[src/rtl/riscv_pkg.sv]
// Shared RV32I core definitions: fetch constants, fetch FSM encoding and
// the IF/ID bundle layout reused by the decode stage.
package riscv_pkg;

  localparam int XLEN = 32;
  localparam int ILEN = 32;

  localparam logic [XLEN-1:0] RESET_PC  = 32'h0000_0000;
  localparam logic [ILEN-1:0] NOP_INSTR = 32'h0000_0013;

  typedef enum logic {
    RUN  = 1'b0,
    HALT = 1'b1
  } fetch_state_e;

  typedef struct packed {
    logic [XLEN-1:0] pc;
    logic [ILEN-1:0] instr;
    logic            valid;
    logic            fault;
  } if_id_t;

endpackage

[src/rtl/if_stage_pc_reg.sv]
// Program counter: redirect beats every hold condition; advances by one
// word only when fetch is running, not stalled and not faulting.
module pc_reg #(
  parameter logic [31:0] RESET_PC = riscv_pkg::RESET_PC
) (
  input  logic        clk,
  input  logic        rst,
  input  logic        redirect,
  input  logic [31:0] redirect_pc,
  input  logic        halted,
  input  logic        stall,
  input  logic        fault,
  output logic [31:0] pc
);

  always_ff @(posedge clk) begin
    if (rst) begin
      pc <= RESET_PC;
    end else if (redirect) begin
      pc <= redirect_pc;
    end else if (!(halted || stall || fault)) begin
      pc <= pc + 32'd4;
    end
  end

endmodule

[src/rtl/if_stage.sv]
// Instruction-fetch stage: drives the ROM address from the PC, checks the
// fetch address and fills the IF/ID register with an instruction or a fault.
module if_stage #(
  parameter logic [31:0] RESET_PC   = riscv_pkg::RESET_PC,
  parameter int          IMEM_BYTES = 1024,
  parameter logic [31:0] NOP_INSTR  = riscv_pkg::NOP_INSTR
) (
  input  logic        clk,
  input  logic        rst,
  input  logic        stall,
  input  logic        redirect,
  input  logic [31:0] redirect_pc,
  output logic [31:0] imem_addr,
  input  logic [31:0] imem_data,
  output logic [31:0] if_id_pc,
  output logic [31:0] if_id_instr,
  output logic        if_id_valid,
  output logic        if_id_fault,
  output logic        fetch_halted,
  output logic [31:0] fetch_count
);
  import riscv_pkg::*;

  localparam logic [31:0] LAST_PC = 32'(IMEM_BYTES - 4);

  fetch_state_e state;
  logic [31:0]  pc_p0;
  logic         fault_now;
  if_id_t       if_id_p1;

  pc_reg #(.RESET_PC(RESET_PC)) u_pc_reg (
    .clk         (clk),
    .rst         (rst),
    .redirect    (redirect),
    .redirect_pc (redirect_pc),
    .halted      (state == HALT),
    .stall       (stall),
    .fault       (fault_now),
    .pc          (pc_p0)
  );

  // Stage p0: address out to the ROM and fetch-legality check
  assign imem_addr = pc_p0;
  assign fault_now = (pc_p0[1:0] != 2'b00) || (pc_p0 > LAST_PC);

  // Stage p0 -> p1: IF/ID register, fetch FSM and delivered-instruction count
  always_ff @(posedge clk) begin
    if (rst) begin
      state       <= RUN;
      if_id_p1    <= '{pc: 32'h0, instr: NOP_INSTR, valid: 1'b0, fault: 1'b0};
      fetch_count <= 32'h0;
    end else if (redirect) begin
      // Flush leaves the old pc in place; only the payload becomes a bubble.
      state          <= RUN;
      if_id_p1.instr <= NOP_INSTR;
      if_id_p1.valid <= 1'b0;
      if_id_p1.fault <= 1'b0;
    end else if (state == RUN && !stall) begin
      if_id_p1.pc    <= pc_p0;
      if_id_p1.valid <= 1'b1;
      fetch_count    <= fetch_count + 32'd1;
      if (fault_now) begin
        if_id_p1.instr <= NOP_INSTR;
        if_id_p1.fault <= 1'b1;
        state          <= HALT;
      end else begin
        if_id_p1.instr <= imem_data;
        if_id_p1.fault <= 1'b0;
      end
    end
  end

  assign if_id_pc     = if_id_p1.pc;
  assign if_id_instr  = if_id_p1.instr;
  assign if_id_valid  = if_id_p1.valid;
  assign if_id_fault  = if_id_p1.fault;
  assign fetch_halted = (state == HALT);

endmodule
[config.mk]
export PLATFORM = sky130hd
export DESIGN_NAME = if_stage
export DESIGN_NICKNAME = d
export VERILOG_FILES = /design/src/rtl/riscv_pkg.sv /design/src/rtl/if_stage_pc_reg.sv /design/src/rtl/if_stage.sv
export SDC_FILE = /design/constraint.sdc
export NUM_CORES = 1
export LEC_CHECK = 0
export CORE_UTILIZATION = 40
export CTS_CLUSTER_DIAMETER = 100
export CTS_CLUSTER_SIZE = 14
export DETAILED_ROUTE_END_ITERATION = 7
export DONT_BUFFER_PORTS = 1
export HOLD_SLACK_MARGIN = 0.15
export PLACE_DENSITY_LB_ADDON = 0.3
export SYNTH_ARGS = -nofsm -noshare
export SYNTH_HDL_FRONTEND = slang
export SYNTH_SLANG_ARGS = --single-unit
[constraint.sdc]
create_clock -name clk -period 4.6 [get_ports clk]
set_clock_uncertainty 0.1 [all_clocks]
set_input_delay 0.92 -clock clk [delete_from_list [all_inputs] [get_ports clk]]
set_output_delay 0.92 -clock clk [all_outputs]
set_load 0.005 [all_outputs]
-- Word-level counts from Yosys, hierarchy flattened
Index checks and enable logic that the tools add are counted.
Widths: inputs -> output; s select.
- add/sub/neg operators: 2
- $lt $le $gt $ge: 1
- equal/unequal tests: 1
- mux-type cells: 4
- bitwise logic cells: 2
- reductions and logical operators: 9
- operators with widths (cell ; count):
    $mux 32 ; 3
    $add 32x1->32 const B ; 1
    $add 32x3->32 const B ; 1
    $gt 32x10->1 const B ; 1
    $reduce_and 2->1 ; 2
    $logic_or 1x1->1 ; 3
    $ne 2x2->1 const B ; 1
    $not 1->1 ; 2
    $reduce_bool 2->1 ; 1
    $reduce_or 2->1 ; 1
    $logic_and 1x1->1 ; 1
    $logic_not 1->1 ; 1
    $mux 1 ; 1
- bits in registers: 131
- input port bits: 68
- output and inout port bits: 131
- logic and storage cells: 26

-- Depth between registers and ports, before layout
Gate-level depths: netlist of the first run.
- depth in word-level cells: 5
- depth in mapped cells: 6
- mapped depth without buffers: 5

-- By module
Synthesis of the first run repeated with hierarchy kept, for this count alone.
- cell total of the unflattened synthesis: 713
- area total of the unflattened synthesis: 5796.8 µm²
- by module, submodules not included (module ; instances ; cells each ; area each (µm²) ; sequential area each (µm²)):
    if_stage ; 1 ; 477 ; 3878.7 ; 1981.9
    pc_reg ; 1 ; 236 ; 1918.1 ; 640.6

-- Worst setup path before layout of the first run
No wires, ideal clock.
- path type: input port to flip-flop
- start point: in stall
- end point: reg fetch_count[25]
- setup time: 0.121 ns
- data arrival time: 2.584 ns
- data required time: 4.379 ns
- setup slack: 1.795 ns
- cell stages on the path: 6
- buffers on the path: 2
- cells stage by stage: clkbuf_1 -> or3_4 -> or4_4 -> buf_6 -> nor3_1 -> mux2_2
- longest elaborated chain between the ends: 3
- ends and longest elaborated chain (element ; RTL line ; source):
    from (decl) ; if_stage.sv:10 ; input logic stall,
    $logic_not 1->1 ; if_stage.sv:58 ; end else if (state == RUN && !stall) begin
    $logic_and 1x1->1 ; if_stage.sv:58 ;
    $reduce_and 2->1 (no source line) ; - ;
    to (signal assigned) ; if_stage.sv:61 ; fetch_count <= fetch_count + 32'd1;
    to (decl) ; if_stage.sv:20 ; output logic [31:0] fetch_count
Every way passes these cells.
A chain may end at the register's enable or synchronous reset.

-- Worst setup path in the final report of the first run
- start point: reg u_pc_reg.pc[19]
- end point: reg u_pc_reg.pc[5]
- longest elaborated chain between the ends: 4
- ends and longest elaborated chain (element ; RTL line ; source):
    from (decl) ; if_stage_pc_reg.sv:13 ; output logic [31:0] pc
    from (signal assigned) ; if_stage_pc_reg.sv:20 ; pc <= redirect_pc;
    from (signal assigned) ; if_stage_pc_reg.sv:22 ; pc <= pc + 32'd4;
    $gt 32x10->1 ; if_stage.sv:44 ; assign fault_now = (pc_p0[1:0] != 2'b00) || (pc_p0 > LAST_PC);
    $logic_or 1x1->1 ; if_stage.sv:44 ;
    $logic_or 1x1->1 ; if_stage_pc_reg.sv:21 ; end else if (!(halted || stall || fault)) begin
    $ne 2x2->1 (no source line) ; - ;
Every way passes these cells.

==> results of run 1 <==
-- worst max-delay path by stage --
stage / start / to / slack [ns] / cells after the start
2_1_floorplan: stall / fetch_count[25] / 1.80 / 6
3_3_place_gp: redirect / fetch_count[31] / 1.59 / 4
3_5_place_dp: redirect / fetch_count[31] / 1.53 / 4
4_1_cts: u_pc_reg.pc[19] / u_pc_reg.pc[5] / 1.91 / 4
5_1_grt: u_pc_reg.pc[12] / if_id_instr[14] / 1.70 / 4
6_report: u_pc_reg.pc[19] / u_pc_reg.pc[5] / 1.94 / 4
-- routing by layer --
| layer | part of all wire | track usage | vias up |
|---|---|---|---|
| met2 | 0.47 | 0.3261 | 171 |
| met3 | 0.083 | 0.09315 | 33 |
| met4 | 0.031 | 0.08974 | 0 |
| met5 | 0 | 0 | - |
| met1 | 0.42 | 0.2359 | 2091 |
| li1 | - | - | 2175 |
-- worst register-to-register path: cells and delay by family (launching register included) --
family / cells / cell delay [ns]
AO/OA/AOI/OAI: 1 / 0.34
flip-flops: 1 / 0.35
AND/OR/NAND/NOR: 3 / 1.76
-- synthesized netlist by cell type (2+ instances only) --
master	n
or2_2	3
o221ai_1	2
xnor2_1	5
and3_1	2
ha_1	2
o21ai_0	11
o21a_1	2
or3_1	8
or4_4	2
nor2b_1	13
nor4b_1	3
clkbuf_1	38
inv_1	13
o31ai_1	3
a21oi_1	74
and4_1	4
nor4_1	14
nor3_1	15
mux2i_1	24
nand4_1	37
mux2_2	14
nor2_1	66
buf_1	7
or4_1	2
buf_6	3
xor2_1	5
nand3_1	12
nand2_1	107
o31a_1	3
and2_1	2
dfxtp_1	131
-- cell families (layout without fill, tap and decap cells) --
kind of cell	count (synthesis)	after routing
XOR/XNOR	10	10
flip-flops	131	131
buffers and inverters	61	45
AO/OA/AOI/OAI	104	104
AND/OR/NAND/NOR	296	296
multiplexers	38	38
adder cells (fa/ha/maj)	2	2
-- area by class of cell --
type,instances,area [um^2]
fill,1276,7187
multi-input combinational,450,2540
clock buffer,26,509.2
inverter,13,48.80
timing repair buffer,2,15.01
tap,176,220.2
clock inverter,4,47.55
sequential,131,2623
-- power by group through the flow --
stage | Clock, mW | Combinational (mW) | Sequential (mW)
6_report | 1.27 | 0.117 | 1.20
3_5_place_dp | 0 | 0.116 | 1.23
2_1_floorplan | 0 | 0.115 | 1.21
4_1_cts | 1.30 | 0.117 | 1.20
5_1_grt | 1.35 | 0.131 | 1.21
3_3_place_gp | 0 | 0.111 | 1.23
==> flow_summary.yaml, run 1 <==
run_status:
  status: "complete, no violations"
worst_setup_path:
  endpoint_kind: "register"
  r2r_cells: 4
  worst-path-buf-inv: 0
  startpoint_type: "register"
  r2r_slack_ns: 1.94
  crit_type: "register to register"
  r2r_start: "u_pc_reg.pc[19]"
  cpLargestDelayFamily: "simple AND/OR/NAND/NOR gates"
  critical_path.cell_chain: "nor4_1 -> nand4_1 -> or2_2 -> a2111oi_0"
  critPathMaxStageDelay_ns: 0.70
  crit_path_top_delay_cell: "nand4_1"
  critPathMaxFanout: 17
  arrival_ns: 2.85
  reg2reg_to: "u_pc_reg.pc[5]"
  critPathRequiredTime_ns: 4.80
clock_network:
  clock-sinks: 131
  cts_tree: "built"
  clock_latency_ns: 0.41
  clk_path_buf_depth: 2
  cts_setup_buffers: 0
  ctsHoldBuffers: 0
  htreeDepth: 4
  ctsResizeCount: 0
  path_clk_slew_ns: 0.05
  root_buffer: "clkbuf_16"
  cts_made_buffers: 17
hold_path:
  worstHoldPathType: "register to register"
  holdPathStages: 2
  min_to: "if_id_instr[13]"
  holdCritStartpoint: "if_id_instr[13]"
power:
  p_int_mw: 2.009
  power.leakage_nw: 2.051
  p_clk_frac: 0.491
  power.density_nw_per_um2: 431.4
  power.switching_mw: 0.5805
  combPwrFrac: 0.045
  p_total_mw: 2.590
  swShare: 0.2242
  ir_worst_vdd_v: 0.0001972
  p_seq_frac: 0.464
yosys:
  syn_area_um2: 5406
  syn-num-nets: 712
  synth_edf_count: 0
  synth_compound_area_frac: 0.1083
  synthMuxAreaShare: 0.07359
  synth_adder_area_share: 0.004629
  yosys.area_share.simple: 0.2657
  synth_ff_type: "dfxtp_1"
  yosysWarnings: 0
  yosysTopAreaCell: "dfxtp_1"
  synth_xor_area_frac: 0.01620
  synthTopCellsByArea: "dfxtp_1 (49%), nand2_1 (7.4%), a21oi_1 (6.9%)"
  synth.avg_cell_area_um2: 8.421
  ys_ff_latch: 131
  synth_top_family_by_area: "simple AND/OR/NAND/NOR gates"
  yosys.area.top_type_share: 0.4851
  ys_async_sr_fraction: 0
  ys_types: 46
  synth-seq-area-share: 0.4851
  syn_inst: 642
grt:
  grt_usage: 0.2050
  grt_pass1_vias: 4261
  antenna_found_initial: 0
  grt_start_max_net_pins: 113
  grt_pass1_wl_um: 22410
  overflow: 0
drt:
  drc: 0
  wl_per_cell_um: 17.54
  dr_total_vias: 4470
  firstDrtPassIters: 5
  drt_wl_total_um: 14070
  via_per_inst: 5.574
  ant_nets: 0
  drt_iter0_markers: 227
sta:
  fin_crit_sh: 0.5781
  fin_ws_ns: 1.941
  worst_hold_slack_ns: 0.3691
  worstMarginPinSlew_ns: 1.161
  fmax_ghz: 0.3760
  report.final.slew_viol_count: 0
  slew_headroom: 0.2258
  tns_ns: 0
  setup_viol: 0
  rsz0062_at_grt: "no"
  finalHoldViolCount: 0
  period_minus_slack_ns: 2.659
floorplan:
  rows: 42
  initial_core_util: 0.4099
  fp.dieW_um: 118.3
  die_h_um: 118.3
  core_um2: 13190
  die-area_um2: 13990
  pin_count: 199
cells_and_area:
  layout_commonest_cell: "dfxtp_1"
  layout-drive-gt1-share: 0.08147
  syn2layout_area_growth_pct: 11.04
  instances_no_fill: 802
  mostFrequentLayoutCells: "dfxtp_1 (131), nand2_1 (107), a21oi_1 (74), nor2_1 (65), nand4_1 (37)"
  fin_area_um2: 6003
  fin_nets: 685
  fin_util: 0.4551
  antenna-diode-count: 0
placement:
  gp_congestion: 0.8137
  placed_area_um2: 5446
  dp.final_hpwl_um: 9573
  numPortBuffers: 0
  dp_slack_ns: 1.534
  place_inst: 772
flow_run:
  maxCapViolations: 0
Note: power is estimated with default switching activity, not from simulation.
==> run 2: changes to the inputs <==
==> constraint.sdc (replaced) <==
create_clock -name clk -period 2.6 [get_ports clk]
set_clock_uncertainty 0.1 [all_clocks]
set_input_delay 0.52 -clock clk [delete_from_list [all_inputs] [get_ports clk]]
set_output_delay 0.52 -clock clk [all_outputs]
set_load 0.005 [all_outputs]
==> run 2 against run 1 <==
Cell area grew 8.8%. Sequential share of layout area shrank 3.5 points. Routed wire length grew 9.1%. Largest power group unchanged.
==> flow_summary.yaml, run 2 (same netlist as run 1, synthesis figures left out) <==
run_status:
  status: "complete, no violations"
drt:
  drt_wl_total_um: 15350
  wl_per_cell_um: 18.04
  drc: 0
  firstDrtPassIters: 5
  ant_nets: 0
  dr_total_vias: 4816
  via_per_inst: 5.659
  drt_iter0_markers: 270
cells_and_area:
  fin_area_um2: 6533
  multiInputGateArea_um2: 2540
  layout-drive-gt1-share: 0.09926
  regArea_um2: 2623
  instances_no_fill: 851
  antenna-diode-count: 0
  syn2layout_area_growth_pct: 20.83
  layout_commonest_cell: "dfxtp_1"
  mostFrequentLayoutCells: "dfxtp_1 (131), nand2_1 (107), a21oi_1 (74), nor2_1 (65), nand4_1 (37)"
  fin_util: 0.4953
  fillers: 1282
  fin_nets: 732
clock_network:
  cts_made_buffers: 17
  ctsResizeCount: 0
  cts_tree: "built"
  path_clk_slew_ns: 0.05
  clock-sinks: 131
  clk_path_buf_depth: 2
  cts_setup_buffers: 0
  clock_latency_ns: 0.41
  htreeDepth: 4
  root_buffer: "clkbuf_16"
placement:
  placed_area_um2: 5522
  dp.final_hpwl_um: 9867
  place_inst: 782
  gp_congestion: 0.7892
  dp_slack_ns: 0.1279
  numPortBuffers: 0
floorplan:
  pin_count: 199
  rows: 42
  die_h_um: 118.3
  initial_core_util: 0.4099
  fp.dieW_um: 118.3
  core_um2: 13190
  die-area_um2: 13990
sta:
  worst_hold_slack_ns: 0.1698
  worstMarginPinSlew_ns: 0.6201
  report.final.slew_viol_count: 0
  rsz0062_at_grt: "no"
  fmax_ghz: 0.4253
  tns_ns: 0
  fin_ws_ns: 0.2487
  slew_headroom: 0.5866
  fin_crit_sh: 0.9044
  finalHoldViolCount: 0
  setup_viol: 0
  period_minus_slack_ns: 2.351
hold_path:
  holdPathStages: 2
  holdCritStartpoint: "imem_data[25]"
  worstHoldPathType: "primary input to register"
  min_to: "if_id_instr[25]"
worst_setup_path:
  reg2reg_to: "fetch_count[31]"
  path_depth: 4
  cpLargestDelayFamily: "simple AND/OR/NAND/NOR gates"
  critPathRequiredTime_ns: 2.80
  r2r_start: "fetch_count[4]"
  critPathMaxStageDelay_ns: 0.70
  crit_type: "register to register"
  crit_path_top_delay_cell: "or4_4"
  critPathMaxFanout: 12
  critical_path.cell_chain: "nand4_1 -> or4_4 -> nor4_1 -> mux2_2"
  r2r_slack_ns: 0.25
  arrival_ns: 2.55
  endpoint_kind: "register"
  startpoint_type: "register"
  r2r_cells: 4
  worst-path-buf-inv: 0
grt:
  grt_pass1_vias: 4533
  antenna_found_initial: 0
  overflow: 0
  grt_pass1_wl_um: 23970
  grt_start_max_net_pins: 76
  grt_usage: 0.2198
power:
  p_total_mw: 4.904
  ir_worst_vdd_v: 0.0005258
  power.leakage_nw: 2.296
  power.density_nw_per_um2: 750.8
flow_run:
  maxCapViolations: 0
run 2: routing by layer:
layer / track usage / routed length (um)
met2: 0.3596 / 7304
met3: 0.06757 / 1218
met4: 0.1250 / 544
met1: 0.2542 / 6287
met5: 0 / 0
run 2: worst max-delay path by stage:
stage	startpoint	to	slack (ns)
floorplan	stall	fetch_count[25]	0.20
global placement	redirect	fetch_count[31]	0.23
detailed placement	redirect	fetch_count[31]	0.13
CTS	fetch_count[4]	fetch_count[31]	0.23
global route	fetch_count[4]	fetch_count[31]	0.12
finish	fetch_count[4]	fetch_count[31]	0.25
run 2: worst reg2reg max path: stages, from the launching register on:
cell	delay, ns
dfxtp_1	0.44
nand4_1	0.27
or4_4	0.71
nor4_1	0.35
mux2_2	0.37
run 2: what timing repair did:
| item | CTS | global route |
|---|---|---|
| endpoints found under the setup margin | 0 | 0 |
| hold buffers | 37 | 0 |
| endpoints found under the hold margin | 98 | 0 |
run 2: layout make-up:
class,count,area share
repair buffers,49,0.07317
inverters,13,0.007470
clock inverters,9,0.01915
clock buffers,23,0.07623
well taps,176,0.03371
multi-input cells,450,0.3888
flip-flops and latches,131,0.4015
run 2: power by group:
| group | internal (mW) | total [mW] | switching (mW) |
|---|---|---|---|
| Clock | 1.63 | 2.48 | 0.853 |
| Combinational | 0.122 | 0.300 | 0.177 |
| Sequential | 2.06 | 2.12 | 0.0659 |
